==> src/rtl/addsub_pkg.sv <==
// -----------------------------------------------------------------------------
// addsub_pkg
// Shared types and constants for the pipelined adder/subtractor.
//   op_t    : operation select carried on in_op
//   flags_t : NZCV flag bundle produced by the final stage
//   SAT_MAX / SAT_MIN : signed saturation limits for a w-bit result, returned
//                       right-aligned in a SAT_W-bit vector (callers slice
//                       the low w bits). Widths up to SAT_W are supported.
// Optional feature macro used by the consumers of this package: ADDSUB_SAT_EN.
// -----------------------------------------------------------------------------
package addsub_pkg;

  typedef enum logic [1:0] {
    OP_ADD  = 2'b00,
    OP_SUB  = 2'b01,  // A - B
    OP_RSUB = 2'b10,  // B - A
    OP_RSVD = 2'b11   // reserved, executes as ADD
  } op_t;

  typedef struct packed {
    logic n;
    logic z;
    logic c;
    logic v;
  } flags_t;

  // Widest result the saturation helpers can describe.
  localparam int SAT_W = 1024;

  // Largest signed w-bit value: 0 followed by w-1 ones.
  function automatic logic [SAT_W-1:0] SAT_MAX(input int w);
    logic [SAT_W-1:0] ones;
    ones = {SAT_W{1'b1}};
    return ones >> (SAT_W - w + 1);
  endfunction

  // Smallest signed w-bit value: 1 followed by w-1 zeros.
  function automatic logic [SAT_W-1:0] SAT_MIN(input int w);
    logic [SAT_W-1:0] one;
    one = {{(SAT_W-1){1'b0}}, 1'b1};
    return one << (w - 1);
  endfunction

endpackage

==> src/rtl/addsub_chunk.sv <==
// -----------------------------------------------------------------------------
// addsub_chunk
// Purely combinational W-bit adder slice with carry in and carry out. One
// instance per pipeline stage; the carry out is registered by the caller.
// Ports:
//   a, b  in  W   chunk operands (already conditioned for SUB/RSUB)
//   cin   in  1   carry from the previous chunk (or the operation's cin)
//   sum   out W   chunk sum
//   cout  out 1   carry out of the chunk
// -----------------------------------------------------------------------------
module addsub_chunk
  import addsub_pkg::*;
#(
  parameter int W = 16
) (
  input  logic [W-1:0] a,
  input  logic [W-1:0] b,
  input  logic         cin,
  output logic [W-1:0] sum,
  output logic         cout
);

  logic [W:0] total_s;

  // W+1-bit addition so the top bit is the chunk carry out.
  always_comb begin
    total_s = {1'b0, a} + {1'b0, b} + {{W{1'b0}}, cin};
    sum     = total_s[W-1:0];
    cout    = total_s[W];
  end

endmodule

==> src/rtl/addsub_pipe.sv <==
// -----------------------------------------------------------------------------
// addsub_pipe
// Pipelined WIDTH-bit adder/subtractor. The carry chain is split into STAGES
// chunks of CHUNK = WIDTH/STAGES bits; stage k adds chunk k and registers the
// partial result, the chunk carry and the untouched operands (skew registers)
// for the next stage. The last stage also produces NZCV flags. Latency is
// STAGES cycles, throughput one beat per cycle, with valid/ready backpressure:
// when the output holds a result nobody takes, the whole pipeline freezes.
//
// Parameters:
//   WIDTH   operand/result width, must be a multiple of STAGES
//   STAGES  number of pipeline stages (1..WIDTH)
// Ports:
//   clk        in   1      rising-edge clock
//   rst        in   1      synchronous active-high reset
//   in_valid   in   1      operand beat valid
//   in_ready   out  1      beat accepted this cycle (combinational)
//   in_a/in_b  in   WIDTH  operands
//   in_op      in   op_t   ADD / SUB (A-B) / RSUB (B-A) / reserved (ADD)
//   in_sat     in   1      saturate on signed overflow (ADDSUB_SAT_EN only)
//   out_valid  out  1      result valid
//   out_ready  in   1      consumer accepts the result
//   out_s      out  WIDTH  result
//   out_n/z/c/v out 1      negative, zero, raw carry-out, signed overflow
// Optional feature: define ADDSUB_SAT_EN to add in_sat and signed saturation;
// otherwise results wrap modulo 2^WIDTH.
// -----------------------------------------------------------------------------
module addsub_pipe
  import addsub_pkg::*;
#(
  parameter int WIDTH  = 64,
  parameter int STAGES = 4
) (
  input  logic             clk,
  input  logic             rst,
  input  logic             in_valid,
  output logic             in_ready,
  input  logic [WIDTH-1:0] in_a,
  input  logic [WIDTH-1:0] in_b,
`ifdef ADDSUB_SAT_EN
  input  logic             in_sat,
`endif
  input  op_t              in_op,
  output logic             out_valid,
  input  logic             out_ready,
  output logic [WIDTH-1:0] out_s,
  output logic             out_n,
  output logic             out_z,
  output logic             out_c,
  output logic             out_v
);

  localparam int CHUNK = WIDTH / STAGES;

`ifdef ADDSUB_SAT_EN
  localparam logic [SAT_W-1:0] SAT_HI_FULL = SAT_MAX(WIDTH);
  localparam logic [SAT_W-1:0] SAT_LO_FULL = SAT_MIN(WIDTH);
  localparam logic [WIDTH-1:0] SAT_HI_C    = SAT_HI_FULL[WIDTH-1:0];
  localparam logic [WIDTH-1:0] SAT_LO_C    = SAT_LO_FULL[WIDTH-1:0];
`endif

  // Handshake control
  logic             stall_s;
  logic             adv_s;

  // Conditioned operands for the beat at the input
  logic [WIDTH-1:0] cond_x_s;
  logic [WIDTH-1:0] cond_y_s;
  logic             cond_c_s;

  // Per-stage registers: stage k's output, consumed by stage k+1.
  // p_r holds chunks 0..k of the sum; x_r/y_r carry the operands so the
  // higher chunks and the overflow MSBs are still available downstream.
  logic             v_r [STAGES];
  logic [WIDTH-1:0] x_r [STAGES];
  logic [WIDTH-1:0] y_r [STAGES];
  logic [WIDTH-1:0] p_r [STAGES];
  logic             c_r [STAGES];
  flags_t           flags_r;

  // Per-stage inputs (either the conditioned beat or the previous stage)
  logic             st_v_s [STAGES];
  logic [WIDTH-1:0] st_x_s [STAGES];
  logic [WIDTH-1:0] st_y_s [STAGES];
  logic [WIDTH-1:0] st_p_s [STAGES];
  logic             st_c_s [STAGES];

`ifdef ADDSUB_SAT_EN
  logic             sat_r   [STAGES];
  logic             st_sat_s[STAGES];
`endif

  // A result sitting at the output that is not taken freezes everything.
  assign stall_s  = v_r[STAGES-1] & ~out_ready;
  assign adv_s    = ~stall_s;
  assign in_ready = adv_s;

  // Operand conditioning: subtraction is x + ~y + 1 on the chosen operand.
  always_comb begin
    cond_x_s = in_a;
    cond_y_s = in_b;
    cond_c_s = 1'b0;
    case (in_op)
      OP_SUB: begin
        cond_x_s = in_a;
        cond_y_s = ~in_b;
        cond_c_s = 1'b1;
      end
      OP_RSUB: begin
        cond_x_s = ~in_a;
        cond_y_s = in_b;
        cond_c_s = 1'b1;
      end
      default: begin
        cond_x_s = in_a;
        cond_y_s = in_b;
        cond_c_s = 1'b0;
      end
    endcase
  end

  for (genvar k = 0; k < STAGES; k++) begin : g_stage
    logic [CHUNK-1:0] sum_s;
    logic             cout_s;
    logic [WIDTH-1:0] nxt_p_s;
    logic [WIDTH-1:0] res_s;

    if (k == 0) begin : g_head
      // in_valid is only sampled when adv_s, so it directly is "accepted".
      assign st_v_s[k] = in_valid;
      assign st_x_s[k] = cond_x_s;
      assign st_y_s[k] = cond_y_s;
      assign st_p_s[k] = {WIDTH{1'b0}};
      assign st_c_s[k] = cond_c_s;
`ifdef ADDSUB_SAT_EN
      assign st_sat_s[k] = in_sat;
`endif
    end else begin : g_body
      assign st_v_s[k] = v_r[k-1];
      assign st_x_s[k] = x_r[k-1];
      assign st_y_s[k] = y_r[k-1];
      assign st_p_s[k] = p_r[k-1];
      assign st_c_s[k] = c_r[k-1];
`ifdef ADDSUB_SAT_EN
      assign st_sat_s[k] = sat_r[k-1];
`endif
    end

    addsub_chunk #(
      .W(CHUNK)
    ) u_chunk (
      .a   (st_x_s[k][k*CHUNK +: CHUNK]),
      .b   (st_y_s[k][k*CHUNK +: CHUNK]),
      .cin (st_c_s[k]),
      .sum (sum_s),
      .cout(cout_s)
    );

    // Merge this stage's chunk into the partial sum.
    always_comb begin
      nxt_p_s = st_p_s[k];
      nxt_p_s[k*CHUNK +: CHUNK] = sum_s;
    end

    if (k == STAGES - 1) begin : g_tail
      logic   ovf_s;
      flags_t flags_s;

      // Final result, optional saturation and NZCV from the completed sum.
      always_comb begin
        ovf_s = (st_x_s[k][WIDTH-1] == st_y_s[k][WIDTH-1]) &
                (nxt_p_s[WIDTH-1] != st_x_s[k][WIDTH-1]);
`ifdef ADDSUB_SAT_EN
        if (st_sat_s[k] && ovf_s) begin
          res_s = st_x_s[k][WIDTH-1] ? SAT_LO_C : SAT_HI_C;
        end else begin
          res_s = nxt_p_s;
        end
`else
        res_s = nxt_p_s;
`endif
        flags_s.n = res_s[WIDTH-1];
        flags_s.z = (res_s == {WIDTH{1'b0}});
        flags_s.c = cout_s;
        flags_s.v = ovf_s;
      end

      // Flag register travels with the final-stage payload.
      always_ff @(posedge clk) begin
        if (rst) begin
          flags_r <= '{n: 1'b0, z: 1'b0, c: 1'b0, v: 1'b0};
        end else if (adv_s && st_v_s[k]) begin
          flags_r <= flags_s;
        end
      end
    end else begin : g_mid
      assign res_s = nxt_p_s;
    end

    // Stage register: valid shifts on every advance, payload only under a beat.
    always_ff @(posedge clk) begin
      if (rst) begin
        v_r[k] <= 1'b0;
        x_r[k] <= {WIDTH{1'b0}};
        y_r[k] <= {WIDTH{1'b0}};
        p_r[k] <= {WIDTH{1'b0}};
        c_r[k] <= 1'b0;
      end else if (adv_s) begin
        v_r[k] <= st_v_s[k];
        if (st_v_s[k]) begin
          x_r[k] <= st_x_s[k];
          y_r[k] <= st_y_s[k];
          p_r[k] <= res_s;
          c_r[k] <= cout_s;
        end
      end
    end

`ifdef ADDSUB_SAT_EN
    // Saturation request rides along with its beat.
    always_ff @(posedge clk) begin
      if (rst) begin
        sat_r[k] <= 1'b0;
      end else if (adv_s && st_v_s[k]) begin
        sat_r[k] <= st_sat_s[k];
      end
    end
`endif
  end

  assign out_valid = v_r[STAGES-1];
  assign out_s     = p_r[STAGES-1];
  assign out_n     = flags_r.n;
  assign out_z     = flags_r.z;
  assign out_c     = flags_r.c;
  assign out_v     = flags_r.v;

endmodule

==> config.mk <==
export PLATFORM = sky130hd
export DESIGN_NAME = addsub_pipe
export DESIGN_NICKNAME = d
export VERILOG_FILES = /design/src/rtl/addsub_pkg.sv /design/src/rtl/addsub_chunk.sv /design/src/rtl/addsub_pipe.sv
export SDC_FILE = /design/constraint.sdc
export NUM_CORES = 1
export LEC_CHECK = 0
export CAP_MARGIN = 20
export CORE_ASPECT_RATIO = 0.9
export CORE_MARGIN = 4
export CORE_UTILIZATION = 56
export CTS_CLUSTER_DIAMETER = 150
export CTS_CLUSTER_SIZE = 40
export DETAILED_ROUTE_END_ITERATION = 12
export HOLD_SLACK_MARGIN = 0.1
export PLACE_DENSITY = 0.8
export REMOVE_ABC_BUFFERS = 1
export SETUP_SLACK_MARGIN = 0.4
export SYNTH_ARGS = -nofsm -noshare
export SYNTH_HDL_FRONTEND = slang
export SYNTH_SLANG_ARGS = --single-unit
==> constraint.sdc <==
create_clock -name clk -period 5 [get_ports clk]
set_clock_uncertainty 0.05 [all_clocks]
set_input_delay 0.75 -clock clk [delete_from_list [all_inputs] [get_ports clk]]
set_output_delay 0.75 -clock clk [all_outputs]
set_load 0.02 [all_outputs]
; After elaboration in Yosys (flattened, before gate mapping)
; Memory sizes are Yosys's and may differ from the RTL's.
; Cells that the tools add are included.
[classes]
addsub = 8
mul = 0
div = 0
order_cmp = 0
n_eq_ne = 4
n_shift = 0
muxes = 44
bitwise = 26
reduce_logical = 3
[ops]
columns = operator, n
row1 = 64-bit two-way mux, 14
row2 = 64-bit inverter, 2
row3 = 16-bit by 16-bit adder with 17-bit output, 4
row4 = 17-bit by 1-bit adder with 17-bit output, 4
row5 = 64-bit zero test, 1
row6 = 1-bit two-way mux, 30
row7 = 1-bit bitwise OR, 20
row8 = 1-bit bitwise AND, 2
row9 = "2-bit by 1-bit equality test with 1-bit output, second input constant", 1
row10 = "2-bit equality test, second input constant", 1
row11 = 1-bit inverter, 2
row12 = 2-bit OR reduction, 1
row13 = 1-bit equality test, 1
row14 = 1-bit logical AND, 1
row15 = 1-bit != test, 1
[totals]
register_bits = 4
latchBits = 0
ram_bits = 776
rom_bits = 0
in_bits = 134
word_cells = 94
mem_count = 5
[mem_list]
columns = name, depth, width, rd, rd_ports_with_merged_regs, write_ports, line_no
row1 = p_r, 4, 64, 4, 0, 4, addsub_pipe.sv:77  ; logic [WIDTH-1:0] p_r [STAGES];
row2 = x_r, 4, 64, 3, 0, 4, addsub_pipe.sv:75  ; logic [WIDTH-1:0] x_r [STAGES];
row3 = y_r, 4, 64, 3, 0, 4, addsub_pipe.sv:76  ; logic [WIDTH-1:0] y_r [STAGES];
row4 = c_r, 4, 1, 3, 0, 4, addsub_pipe.sv:78  ; logic c_r [STAGES];
row5 = v_r, 4, 1, 4, 0, 4, addsub_pipe.sv:74  ; logic v_r [STAGES];

; Depth between registers and ports, before layout
; Gate-level depths: netlist of the first run.
[logic_depth]
depth_word = 6
ltp_mapped = 15

; Hierarchy
; Synthesis of the first run repeated with hierarchy kept, for this count alone.
[unflattened]
hier_cells = 1356
hier_area_um2 = 17843.4
[modules_own_cells]
columns = module, n_inst, cells_per_inst, area_each_um2, seq_area_each_um2
row1 = addsub_pipe, 1, 975, 14787.9, 10860.4
row2 = addsub_chunk (g_stage[0].u_chunk ...), 3, 89, 733.2, 0.0
row3 = addsub_chunk (g_stage[3].u_chunk), 1, 114, 855.8, 0.0

; Least setup slack after synthesis of the first run
; No wires, ideal clock.
[synth_timing]
path_kind = input to register
start = in in_op[0]
end = mem c_r[0][0], data pin
setup_time_ns = 0.260
t_arrival_ns = 4.087
path_slack_ns = 0.603
path_stages = 15
n_path_buf = 2
path_cell_list = inv_1 -> ha_1 -> clkbuf_1 -> clkbuf_1 -> xor2_1 -> fa_1 -> fa_1 -> a21o_1 -> a21o_1 -> a21boi_1 -> o21ai_1 -> and4_1 -> o31a_1 -> o21ai_1 -> a21oi_1
[synth_lines]
columns = element, line_no
row1 = start: declaration, addsub_pipe.sv:43  ; input op_t in_op,
row2 = end: declaration, addsub_pipe.sv:78

==> results of run 1 <==
## cell families after synthesis
family | share of synthesized area
DFF | 0.633
buffers and inverters | 0.0222
and+or+nand+nor | 0.148
xor gates and xnor gates | 0.0899
adders and majority gates | 0.0546
AOI/OAI and AO/OA | 0.0514
## sequential cells by signal (all words and copies together), names as in the netlist
name,flops
p_r,160
x_r,96
y_r,96
v_r,4
c_r,3
out_c,1
out_n,1
out_v,1
out_z,1
## per-stage QoR
stage	TNS (ps)	setup WS, ps	total power [mW]
after floorplan	-135730	-1410	4.34
after global placement	0	559	4.67
after detailed placement	0	415	4.71
after CTS	0	939	6.00
after global routing	0	731	6.23
final	0	913	5.97
## Yosys cell counts, types with 9 or more instances
cell type	n	area, um2
and3_1	200	1250
xor2_1	53	464
inv_1	27	101
nand2_1	33	124
nor4_1	13	81.3
nor3_1	14	70.1
xnor2_1	123	1080
a21o_1	15	113
a21oi_1	32	160
nand2b_1	9	56.3
edfxtp_1	359	10800
nor2_1	176	661
ha_1	62	776
o21ai_0	27	135
nand3_1	13	65.1
clkbuf_1	69	259
## layout by cell type (no fill, tap or decap), types with 3 or more instances in the layout
master	count
o21a_1	7
nor3_1	14
ha_1	60
nand3_1	13
o21ai_0	27
nor2b_1	7
nor2_1	176
a21oi_1	32
o21ai_1	4
nor4_1	13
o31ai_1	3
and2_1	3
a211oi_1	8
fa_1	8
nand4_1	4
o31a_1	4
buf_4	16
or3_1	7
a21o_4	3
edfxtp_1	359
o21bai_1	3
and3_1	200
nand2_1	32
xnor2_1	123
or2_2	5
clkdlybuf4s50_1	203
a31oi_1	5
clkbuf_1	4
inv_1	26
clkbuf_16	13
nand2b_1	9
dfxtp_1	4
nor3b_1	4
xor2_1	53
a21o_1	12
## critical path: cells and delay by family
| kind | cells | cell delay, ps |
|---|---|---|
| AOI/OAI and AO/OA | 6 | 1230 |
| buffers and inverters | 3 | 1080 |
| xor gates and xnor gates | 1 | 210 |
| adders and majority gates | 2 | 650 |
| and+or+nand+nor | 2 | 460 |
## worst paths after layout
check | from | end | slack (ps) | cells past startpoint
setup / recovery | in_op[0] | p_r[0][14]$_SDFFCE_PN0P_ | 910 | 14
hold / removal | out_z$_SDFFE_PP0P_ | out_z$_SDFFE_PP0P_ | 420 | 2
setup reg to reg | c_r[1][0]$_SDFFCE_PN0P_ | out_z$_SDFFE_PP0P_ | 1750 | 11
hold reg to reg | out_z$_SDFFE_PP0P_ | out_z$_SDFFE_PP0P_ | 420 | 2
## where the power goes
| part | switching [mW] | internal (mW) | leakage (nW) |
|---|---|---|---|
| logic | 0.552 | 0.445 | 4.08 |
| registers | 0.0665 | 3.57 | 3.87 |
| clock network | 0.832 | 0.500 | 0.176 |
## per-layer routing
layer  routed length, um  part of all wire
met1               13600              0.42
met2               16700              0.51
met3                1600             0.049
met4                 753             0.023
met5                   0                 0
## layout make-up
type	instances	area (um2)
well taps	403	504
clock inverters	1	30.0
fillers	2208	10100
inverters	28	105
multi-input cells	870	5960
repair buffers	219	2150
diodes	1	2.50
clock buffers	17	340
flip-flops and latches	363	10900
==> reports/metrics.cfg, run 1 <==
[worst_setup_path]
path_max_fanout = 32
slowest_stage = fa_1
crit_path_end_kind = register
slowest_delay_ps = 500
critical_path_class = in2reg
cp_data_required_time_ps = 5280
crit_chain = clkdlybuf4s50_1 -> inv_1 -> ha_4 -> buf_4 -> xor2_1 -> fa_1 -> a21o_1 -> a21o_1 -> a21boi_1 -> o21ai_1 -> and4_1 -> o31a_1 -> o21ai_1 -> nor3b_1
arrival_ps = 4370
start_kind = input pin

[drt]
viasPerCell = 5.47
routedWlPerCell_um = 17.2
routed_wl_mm = 32.7
drt_iter0_drc = 786
drc = 0
drtAntennaViolNets = 0
vias = 10413
drt-pass1-iter-count = 5

[global_routing]
grt_max_degree = 129
track_usage = 0.193
overflow = 0
use_met1 = 0.255
busiest_layer = met2
antenna_found_initial = 1
grt_pass1_wl_mm = 52.2
grtUsageMet3 = 0.0181
gr-usage-met2 = 0.346
grt_pass1_vias = 10287

[cts]
postCtsSetupBuffers = 0
ctsHtreeMaxLevel = 1
numCtsBuffers = 13
hold_buffers = 0
clk_latency_ps = 500
cts_num_sinks = 363
cts_tree = built
cts-root-buf = clkbuf_16
clk_pin_slew_ps = 140
cts-resized-gates = 0
clockBufferDepth = 3

[finish]
fin_cells = 1902
finalCoreUtilization = 0.665
nets = 1699
area_delta_synth_final_pct = 16.4
stdcell_area_um2 = 20000
drive_above_1_share = 0.0354

[placement]
place_area_um2 = 19600
place_congestion = 0.843
dp_cells = 1883
hpwl_mm = 23.3
port_buffers = 203

[timing]
fmax_ghz = 0.245
hold_violations = 0
worst_pin_slew_ps = 1010
holdWs_ps = 422
period_share = 0.817
post-route-min-period_ps = 4090
grt_setup_unrepaired = no
relSlewSlack = 0.325
finalMaxSlewViolations = 0
setup_viol = 0

[status]
outcome = finished clean

[floorplanning]
core_um2 = 30000
die_area_um2 = 33500
io_pins = 204
die_w_um = 192
initial_core_util = 0.571
fp.dieH_um = 174
rows = 60

[pwr]
power_leakage_nw = 8.13
cellPowerDensity_nw_per_um2 = 299
vdd_drop_max_mv = 0.205

[worst_hold_path]
hp-class = reg2reg

[synth]
synthCells = 1334
syn_avg_cell_area_um2 = 12.9
synth_edf_count = 359
synth-seq-cells = 363
ys_types = 55
async_flop_share = 0
synth.yosys.seq_area_share = 0.633
yosys_warnings = 0
yosys_most_used_dff = edfxtp_1
netlist_area_um2 = 17100

[run]
drv_cap = 0

Power figures use the tool's default switching activity.
==> run 2: changes to the inputs <==
Clock period 5 ns to 3.9 ns, I/O delays scaled along.
==> run 2 against run 1 <==
  * Hold slack got worse by 8.7 ps
  * Largest cell class unchanged
  * Critical endpoint unchanged
  * Highest routed layer unchanged
  * Sequential share of layout area decreased by 0.45 points
  * Global-route usage about the same
==> reports/metrics.cfg, run 2 (synthesized netlist as in run 1, its figures left out) <==
[status]
outcome = finished clean  ; unchanged

[cts]
cts_num_sinks = 363  ; unchanged
numCtsBuffers = 13  ; unchanged
clk_pin_slew_ps = 140  ; about the same
hold_buffers = 0  ; unchanged
clk_latency_ps = 500  ; about the same
clockBufferDepth = 3  ; unchanged
cts_tree = built  ; unchanged
postCtsSetupBuffers = 0  ; unchanged
ctsHtreeMaxLevel = 1  ; unchanged
cts-root-buf = clkbuf_16  ; unchanged

[worst_hold_path]
whs_endpoint = out_z$_SDFFE_PP0P_  ; unchanged
hold_depth = 2  ; unchanged
min_from = out_z$_SDFFE_PP0P_  ; unchanged
hp-class = reg2reg  ; unchanged

[worst_setup_path]
path_max_fanout = 3  ; was 32
crit_path_end_kind = register  ; unchanged
arrival_ps = 3720  ; was 4370 ps
r2r_end = out_z$_SDFFE_PP0P_  ; unchanged
rr_startpoint = c_r[1][0]$_SDFFCE_PN0P_  ; unchanged
cp_data_required_time_ps = 4110  ; was 5280 ps
r2r_cells = 11  ; unchanged
start_kind = input pin  ; unchanged
r2r_slack_ps = 700  ; was 1750 ps
critical_path_class = in2reg  ; unchanged

[global_routing]
antenna_found_initial = 3  ; was 1
overflow = 0  ; unchanged
grt_pass1_wl_mm = 52.2  ; about the same
grt_max_degree = 113  ; was 129
grt_pass1_vias = 10124  ; was 10.3k
track_usage = 0.193  ; about the same

[finish]
largest_register_ffs = 160  ; unchanged
regMostFlops = p_r  ; unchanged
reg_top3 = p_r: 160 flops, x_r: 96 flops, y_r: 96 flops  ; unchanged
final_common_cell = edfxtp_1  ; unchanged
area_delta_synth_final_pct = 17.4  ; was 16.4%
nets = 1705  ; was 1699
drive_above_1_share = 0.0479  ; was 0.0354
fin_cells = 1909  ; was 1902
finalCoreUtilization = 0.670  ; was 0.665
fillCellCount = 2190  ; was 2208
final_cell_mix = 359 x edfxtp_1, 202 x clkdlybuf4s50_1, 200 x and3_1  ; was 359 x edfxtp_1, 203 x clkdlybuf4s50_1, 200 x and3_1
stdcell_area_um2 = 20100  ; was 20000 um2

[timing]
fmax_ghz = 0.285
finalMaxSlewViolations = 0  ; unchanged
setup_viol = 0  ; unchanged
hold_violations = 0  ; unchanged
relSlewSlack = 0.305  ; was 0.325
worst_pin_slew_ps = 1040  ; was 1010 ps
post-route-min-period_ps = 3510
period_share = 0.901
holdWs_ps = 414  ; was 422 ps
grt_setup_unrepaired = yes  ; was no

[placement]
port_buffers = 203  ; unchanged
hpwl_mm = 23.5  ; was 23.3 mm
place_area_um2 = 19700  ; was 19600 um2
place_congestion = 0.834  ; was 0.843
dp_cells = 1889  ; was 1883

[floorplanning]
rows = 60  ; unchanged
io_pins = 204  ; unchanged
fp.dieH_um = 174  ; unchanged
initial_core_util = 0.571  ; unchanged
core_um2 = 30000  ; unchanged
die_area_um2 = 33500  ; unchanged
die_w_um = 192  ; unchanged

[drt]
drtAntennaViolNets = 0  ; unchanged
routed_wl_mm = 33.1  ; was 32.7 mm
drt-pass1-iter-count = 5  ; unchanged
viasPerCell = 5.50  ; was 5.47
vias = 10501  ; was 10.4k
drc = 0  ; unchanged
drt_iter0_drc = 809  ; was 786
routedWlPerCell_um = 17.3  ; was 17.2 um

[run]
drv_cap = 0  ; unchanged

[pwr]
power_leakage_nw = 8.19  ; was 8.13 nW
power_mw = 7.71  ; was 5.97 mW
vdd_drop_max_mv = 0.267  ; was 0.205 mV
cellPowerDensity_nw_per_um2 = 383  ; was 299 nW/um2

==> run 2: timing repair <==
item,4_1_cts,5_1_grt
resized for setup,8,13
pin swaps,1,6
setup endpoints to repair,4,7
==> run 2: final cells by class <==
type	instances	area (um2)	area share
antenna	2	5.00	0.000249
inverter	28	105	0.00522
tap	403	504	0.0251
clock buffer	17	340	0.0169
timing repair buffer	225	2250	0.112
clock inverter	1	30.0	0.00149
multi-input combinational	870	6030	0.299
sequential	363	10900	0.540
==> run 2: worst max-delay path: stages <==
cell and delay [ps]:
clkdlybuf4s50_1 430, buf_4 160, ha_4 150, xor2_1 170, fa_2 400, fa_2 350, a21o_1 190, a21o_1 210
a21boi_2 230, o21ai_2 90, and4_1 200, o31a_1 270, nor3_2 210, nor3b_2 60
==> run 2: metrics by stage <==
stage | setup TNS (ps) | setup slack, ps
2_1_floorplan | -265240 | -2340
3_3_place_gp | -598 | -197
3_5_place_dp | -1240 | -330
4_1_cts | 0 | 409
5_1_grt | 0 | 343
6_report | 0 | 386
==> run 2: worst max path at each step <==
stage / from / endpoint / slack, ps / depth (start not counted)
floorplan: out_ready / p_r[0][14]$_SDFFCE_PN0P_ / -2340 / 4
global placement: in_op[1] / p_r[0][14]$_SDFFCE_PN0P_ / -200 / 14
detailed placement: in_op[1] / p_r[0][14]$_SDFFCE_PN0P_ / -330 / 14
CTS: in_op[0] / p_r[0][14]$_SDFFCE_PN0P_ / 410 / 14
global route: in_op[0] / p_r[0][14]$_SDFFCE_PN0P_ / 340 / 14
finish: in_op[0] / p_r[0][14]$_SDFFCE_PN0P_ / 390 / 14
==> run 2: power by group <==
| part | switching, mW | internal (mW) |
|---|---|---|
| clock | 1.08 | 0.641 |
| sequential | 0.0870 | 4.58 |
| combinational | 0.723 | 0.595 |
==> run 2: routing by layer <==
layer | vias up | track usage | part of all wire
li1 | 5130 | - | -
met1 | 5021 | 0.257 | 0.41
met2 | 303 | 0.339 | 0.51
met3 | 47 | 0.0179 | 0.048
met4 | 0 | 0.0576 | 0.028
met5 | - | 0 | 0
==> run 3: changes to the inputs <==
Settings changed: CAP_MARGIN 20 to 40, CORE_MARGIN 4 to not set.
==> run 3 against run 2 <==
  * Global-route usage is 1.2 points higher
  * Critical path type unchanged
  * Combinational power is essentially flat
  * Clock-buffer cell count did not move
  * Setup slack improved by 240 ps
  * Register-to-register slack gained 110 ps
  * Non-clock buffer count increased by 4
  * Sequential share of layout area decreased by 0.12 points
  * Clock power is essentially flat
  * Sequential power about the same
  * First-iteration DRC count up 3.8%
  * Total power is essentially flat
==> reports/metrics.cfg, run 3 (synthesized netlist as in run 1, its figures left out) <==
[status]
outcome = finished clean  ; unchanged

[worst_setup_path]
r2r_cells = 11  ; unchanged
r2r_slack_ps = 810  ; was 700 ps
cp_data_required_time_ps = 4130  ; was 4110 ps
rr_startpoint = c_r[1][0]$_SDFFCE_PN0P_  ; unchanged
start_kind = input pin  ; unchanged
crit_path_end_kind = register  ; unchanged
critical_path_class = in2reg  ; unchanged
path_max_fanout = 3  ; unchanged
r2r_end = out_z$_SDFFE_PP0P_  ; unchanged
arrival_ps = 3500  ; was 3720 ps

[timing]
finalMaxSlewViolations = 0  ; unchanged
worst_pin_slew_ps = 697  ; was 1040 ps
period_share = 0.838  ; was 0.901
relSlewSlack = 0.535  ; was 0.305
post-route-min-period_ps = 3270  ; was 3510 ps
fmax_ghz = 0.306  ; was 0.285 GHz
setup_viol = 0  ; unchanged
holdWs_ps = 421  ; was 414 ps
hold_violations = 0  ; unchanged
grt_setup_unrepaired = no  ; was yes

[floorplanning]
io_pins = 204  ; unchanged
core_um2 = 30000  ; unchanged
initial_core_util = 0.571  ; unchanged
die_area_um2 = 31300  ; was 33500 um2
die_w_um = 186  ; was 192 um
fp.dieH_um = 168  ; was 174 um
rows = 60  ; unchanged

[finish]
reg_top3 = p_r: 160 flops, x_r: 96 flops, y_r: 96 flops  ; unchanged
area_delta_synth_final_pct = 17.6  ; was 17.4%
final_common_cell = edfxtp_1  ; unchanged
nets = 1709  ; was 1705
final_cell_mix = 359 x edfxtp_1, 201 x clkdlybuf4s50_1, 200 x and3_1  ; was 359 x edfxtp_1, 202 x clkdlybuf4s50_1, 200 x and3_1
largest_register_ffs = 160  ; unchanged
fin_cells = 1912  ; was 1909
drive_above_1_share = 0.0497  ; was 0.0479
regMostFlops = p_r  ; unchanged

[global_routing]
overflow = 0  ; unchanged
antenna_found_initial = 0  ; was 3
grt_max_degree = 200  ; was 113
grt_pass1_vias = 10147  ; about the same
track_usage = 0.205  ; was 0.193
grt_pass1_wl_mm = 51.5  ; was 52.2 mm

[pwr]
power_leakage_nw = 8.23  ; was 8.19 nW
vdd_drop_max_mv = 0.267  ; about the same
power_mw = 7.70  ; was 7.71 mW
cellPowerDensity_nw_per_um2 = 382  ; was 383 nW/um2

[cts]
ctsHtreeMaxLevel = 1  ; unchanged
cts_tree = built  ; unchanged
numCtsBuffers = 13  ; unchanged
cts_num_sinks = 363  ; unchanged
cts-root-buf = clkbuf_16  ; unchanged
clk_pin_slew_ps = 130  ; was 140 ps
hold_buffers = 0  ; unchanged
clk_latency_ps = 500  ; about the same
clockBufferDepth = 3  ; unchanged

[placement]
hpwl_mm = 22.7  ; was 23.5 mm
place_congestion = 0.881  ; was 0.834
dp_cells = 1891  ; was 1889
port_buffers = 203  ; unchanged

[run]
drv_cap = 0  ; unchanged

[worst_hold_path]
hp-class = reg2reg  ; unchanged
min_from = out_v$_SDFFE_PP0P_  ; was out_z$_SDFFE_PP0P_
whs_endpoint = out_v$_SDFFE_PP0P_  ; was out_z$_SDFFE_PP0P_
hold_depth = 2  ; unchanged

[drt]
drt-pass1-iter-count = 5  ; unchanged
routed_wl_mm = 32.1  ; was 33.1 mm
routedWlPerCell_um = 16.8  ; was 17.3 um
vias = 10484  ; about the same
drt_iter0_drc = 840  ; was 809
viasPerCell = 5.48  ; was 5.50
drtAntennaViolNets = 0  ; unchanged
drc = 0  ; unchanged

run 3: cell count changes in the layout (fill, tap and decap cells not counted), sizes merged:
| cell | delta |
|---|---|
| diode | -1 |
| clkbuf | -1 |
| clkdlybuf4s15 | +1 |
| dlymetal6s2s | +1 |
| buf | +4 |
| clkdlybuf4s50 | -1 |
run 3: metrics by stage:
step | TNS (ps) | cell area, um2 | worst slack, ps | utilization
floorplan | -265240 | 16900 | -2340 | -
global placement | -657 | 19700 | -237 | 0.656
detailed placement | -1330 | 19700 | -395 | 0.656
CTS | 0 | 20100 | 404 | 0.669
global route | 0 | 20200 | 507 | 0.672
finish | 0 | 20200 | 630 | 0.672
run 3: worst max-delay path by stage:
| stage | start | to | slack (ps) | cells after the start |
|---|---|---|---|---|
| floorplan | out_ready | p_r[0][14]$_SDFFCE_PN0P_ | -2340 | 4 |
| global placement | in_op[1] | p_r[0][14]$_SDFFCE_PN0P_ | -240 | 14 |
| detailed placement | in_op[1] | p_r[0][14]$_SDFFCE_PN0P_ | -390 | 14 |
| CTS | in_op[0] | p_r[0][15]$_SDFFCE_PN0P_ | 400 | 14 |
| global route | c_r[1][0]$_SDFFCE_PN0P_ | out_z$_SDFFE_PP0P_ | 510 | 11 |
| finish | in_op[1] | c_r[0][0]$_DFFE_PP_ | 630 | 14 |
run 3: layout make-up:
cell class                      instances  area (um2)
Sequential cell                       363       10900
Fill cell                            2161        9860
Multi-Input combinational cell        870        6020
Timing Repair Buffer                  229        2310
Tap cell                              403         504
Clock buffer                           17         340
Inverter                               28         105
Clock inverter                          1        30.0
Antenna cell                            1        2.50
run 3: worst max-delay path: stages:
cell and delay [ps]:
dlygate4sd2_1 260, inv_1 80, ha_4 170, xor2_1 180
fa_2 430, fa_2 390, a21o_1 190, a21o_1 180
a21boi_2 230, o21ai_2 100, and4_1 200, o31a_1 270
o21ai_2 160, a21oi_1 80
run 3: power breakdown:
group          internal (mW)  total, mW  switching (mW)
combinational          0.601       1.32           0.723
clock                  0.641       1.72            1.08
sequential              4.58       4.66          0.0835
total                   5.82       7.70            1.88
run 3: metal layers:
layer	wire [um]	up-vias	track usage
met3	1350	55	0.0225
met4	1060	0	0.0733
met5	0	-	0
li1	-	5144	-
met1	13300	5017	0.262
met2	16400	268	0.365
run 3: timing repair:
item                                    4_1_cts  5_1_grt
endpoints found under the setup margin        3        6
pin swaps                                     2        6
buffers inserted                              0        2
gates resized for setup                       7       10
==> RTL edit (flow settings as in run 2) <==
Set the parameter `WIDTH` to 32 (it was 64).
--- a/src/rtl/addsub_pipe.sv
+++ b/src/rtl/addsub_pipe.sv
@@ -29,5 +29,5 @@
   import addsub_pkg::*;
 #(
-  parameter int WIDTH  = 64,
+  parameter int WIDTH  = 32,
   parameter int STAGES = 4
 ) (
Interface: changed (resized in_a, in_b and out_s); port bits go from 204 to 108. The function was not compared with the original's and may differ.
==> RTL edit against run 2 <==
  * Total power down 40%
  * Critical path depth decreased by 2
  * Global-route usage shrank 1.8 points
  * Clock power shrank 8%
  * Worst setup slack improved by 110 ps
  * Area after synthesis fell by 50%
  * Design area decreased by 48%
  * Die area shrank 48%
  * Sequential cell count decreased by 176
  * Wire length fell by 56%
  * Non-clock buffer count decreased by 105
  * Sequential power down 48%
==> RTL edit: results (changes against run 2) <==
- Deepest clock path buffer count: 2 (-1)
- Critical Path AT: 3530 ps (-190 ps)
- Reg2reg start: c_r[0][1]$_DFFE_PP_
- Initial antenna violation count: 0 (-3)
- Clock Latency Late Sink: 420 ps (-80 ps)
- Reg2Reg Setup Slack: 1260 ps (+560 ps)
- # diodes: 0 (-2)
- Critical path fanouts, max: 2 (-1)
- Clock root buffer: clkbuf_16
- Clk slew on worst S/H paths: 60 ps (-80 ps)
- Vias per inst: 5.24 (-4.7%)
- Switching power: 1.02 mW (-46%)
- Seq/Total Area, Yosys: 64.4% (+1.0 points)
- Number of flops mapped to enable cells by yosys: 183 (-49%)
- Top cells by count, synth: edfxtp_1 (183), and3_1 (103), nor2_1 (85)
- Reg2reg path depth: 10 (-1)
- Largest net degree at the start of global routing: 105 (-7.1%)
- GP Congestion: 0.811 (-2.8%)
- DP HPWL: 10,500 um (-55%)
- Slowest Stage Delay on Critical Path: 490 ps (+60 ps)
- Cts repair resizes: 0 (-8)
- Inst Count DP: 938 (-50%)
- H-tree levels: 4 (+3)
- Number of distinct library cells after synthesis: 38 (-31%)
- Relative slew slack: 47.6% (+17 points)
- Lkg Pwr: 4.37 nW (-47%)
- Reg2Reg Capture Point: c_r[1][0]$_SDFFCE_PN0P_
- I/O Buffers: 107 (-47%)
- Biggest regs: p_r: 80 flops, x_r: 48 flops, y_r: 48 flops
- Routed WL per cell: 15.0 um (-14%)
- Status: completed
- Share of layout cells above drive strength 1: 6.21% (+1.4 points)
- Initial DRC Count: 299 (-63%)
- Vias in the first global route: 5,168 (-49%)
- Cell family with most CP delay: adder cells
- Largest cells by area after synthesis: edfxtp_1 (63%), and3_1 (7.4%), xnor2_1 (5.7%), ha_1 (4.3%), nor2_1 (3.7%)
- Syn Area/Cell: 13.2 sq um (+2.5%)
- Max VDD drop: 0.368 mV (+38%)
- Worst setup path endpoint: p_r[0][6]$_SDFFCE_PN0P_
- Inserted Clock Buffers: 17 (+4)
- DP Area: 9940 sq um (-49%)
- Seq pwr share: 52.5% (-8.1 points)
- First-pass GRT wire length: 24,900 um (-52%)
- PnR Total Power: 4.59 mW (-40%)
- Comb pwr: 591 uW (-55%)
- GRT Total Usage: 17.5% (-1.8 points)
-- RTL edit: stage by stage --
stage | setup TNS [ps] | setup WS (ps)
global placement | 0 | 157
floorplan | -91850 | -1680
finish | 0 | 497
detailed placement | 0 | 84.4
CTS | 0 | 536
global route | 0 | 426
-- RTL edit: metal layers --
metal	vias to the layer above	GRT usage (%)	part of all wire (%)
li1	2549	-	-
met1	2357	24.2	46
met2	155	27.2	46
met3	28	3.94	5.6
met4	0	7.19	2.2
met5	-	0	0
-- RTL edit: worst min-delay path, cell delays in order, from the launching register on --
cell     delay [ps]
dfxtp_1         320
nand2_1          50
o21ai_1          50
-- RTL edit: worst min-delay path by stage --
stage,start,end,slack (ps),cells after the start
5_1_grt,out_z$_SDFFE_PP0P_,out_z$_SDFFE_PP0P_,430,2
3_5_place_dp,out_z$_SDFFE_PP0P_,out_z$_SDFFE_PP0P_,400,2
3_3_place_gp,out_c$_SDFFE_PP0P_,out_c$_SDFFE_PP0P_,390,2
6_report,out_z$_SDFFE_PP0P_,out_z$_SDFFE_PP0P_,410,2
2_1_floorplan,out_c$_SDFFE_PP0P_,out_c$_SDFFE_PP0P_,470,2
4_1_cts,out_z$_SDFFE_PP0P_,out_z$_SDFFE_PP0P_,410,2
-- RTL edit: final cells by class --
cell class | instances | area [sq um]
inverter | 22 | 82.6
tap | 198 | 248
sequential | 187 | 5580
clock inverter | 10 | 100
clock buffer | 22 | 444
fill | 1015 | 4420
multi-input combinational | 412 | 2860
timing repair buffer | 120 | 1190
-- RTL edit: cells by family (layout without fill, tap and decap cells) --
logic type,count (synthesis),in the layout,share of synthesized area [%]
adders and majority gates,38,38,6.18
buffers and inverters,58,174,2.76
AOI/OAI and AO/OA,47,47,3.64
and+or+nand+nor,244,244,14.6
DFF,187,187,64.4
xor gates and xnor gates,83,83,8.40
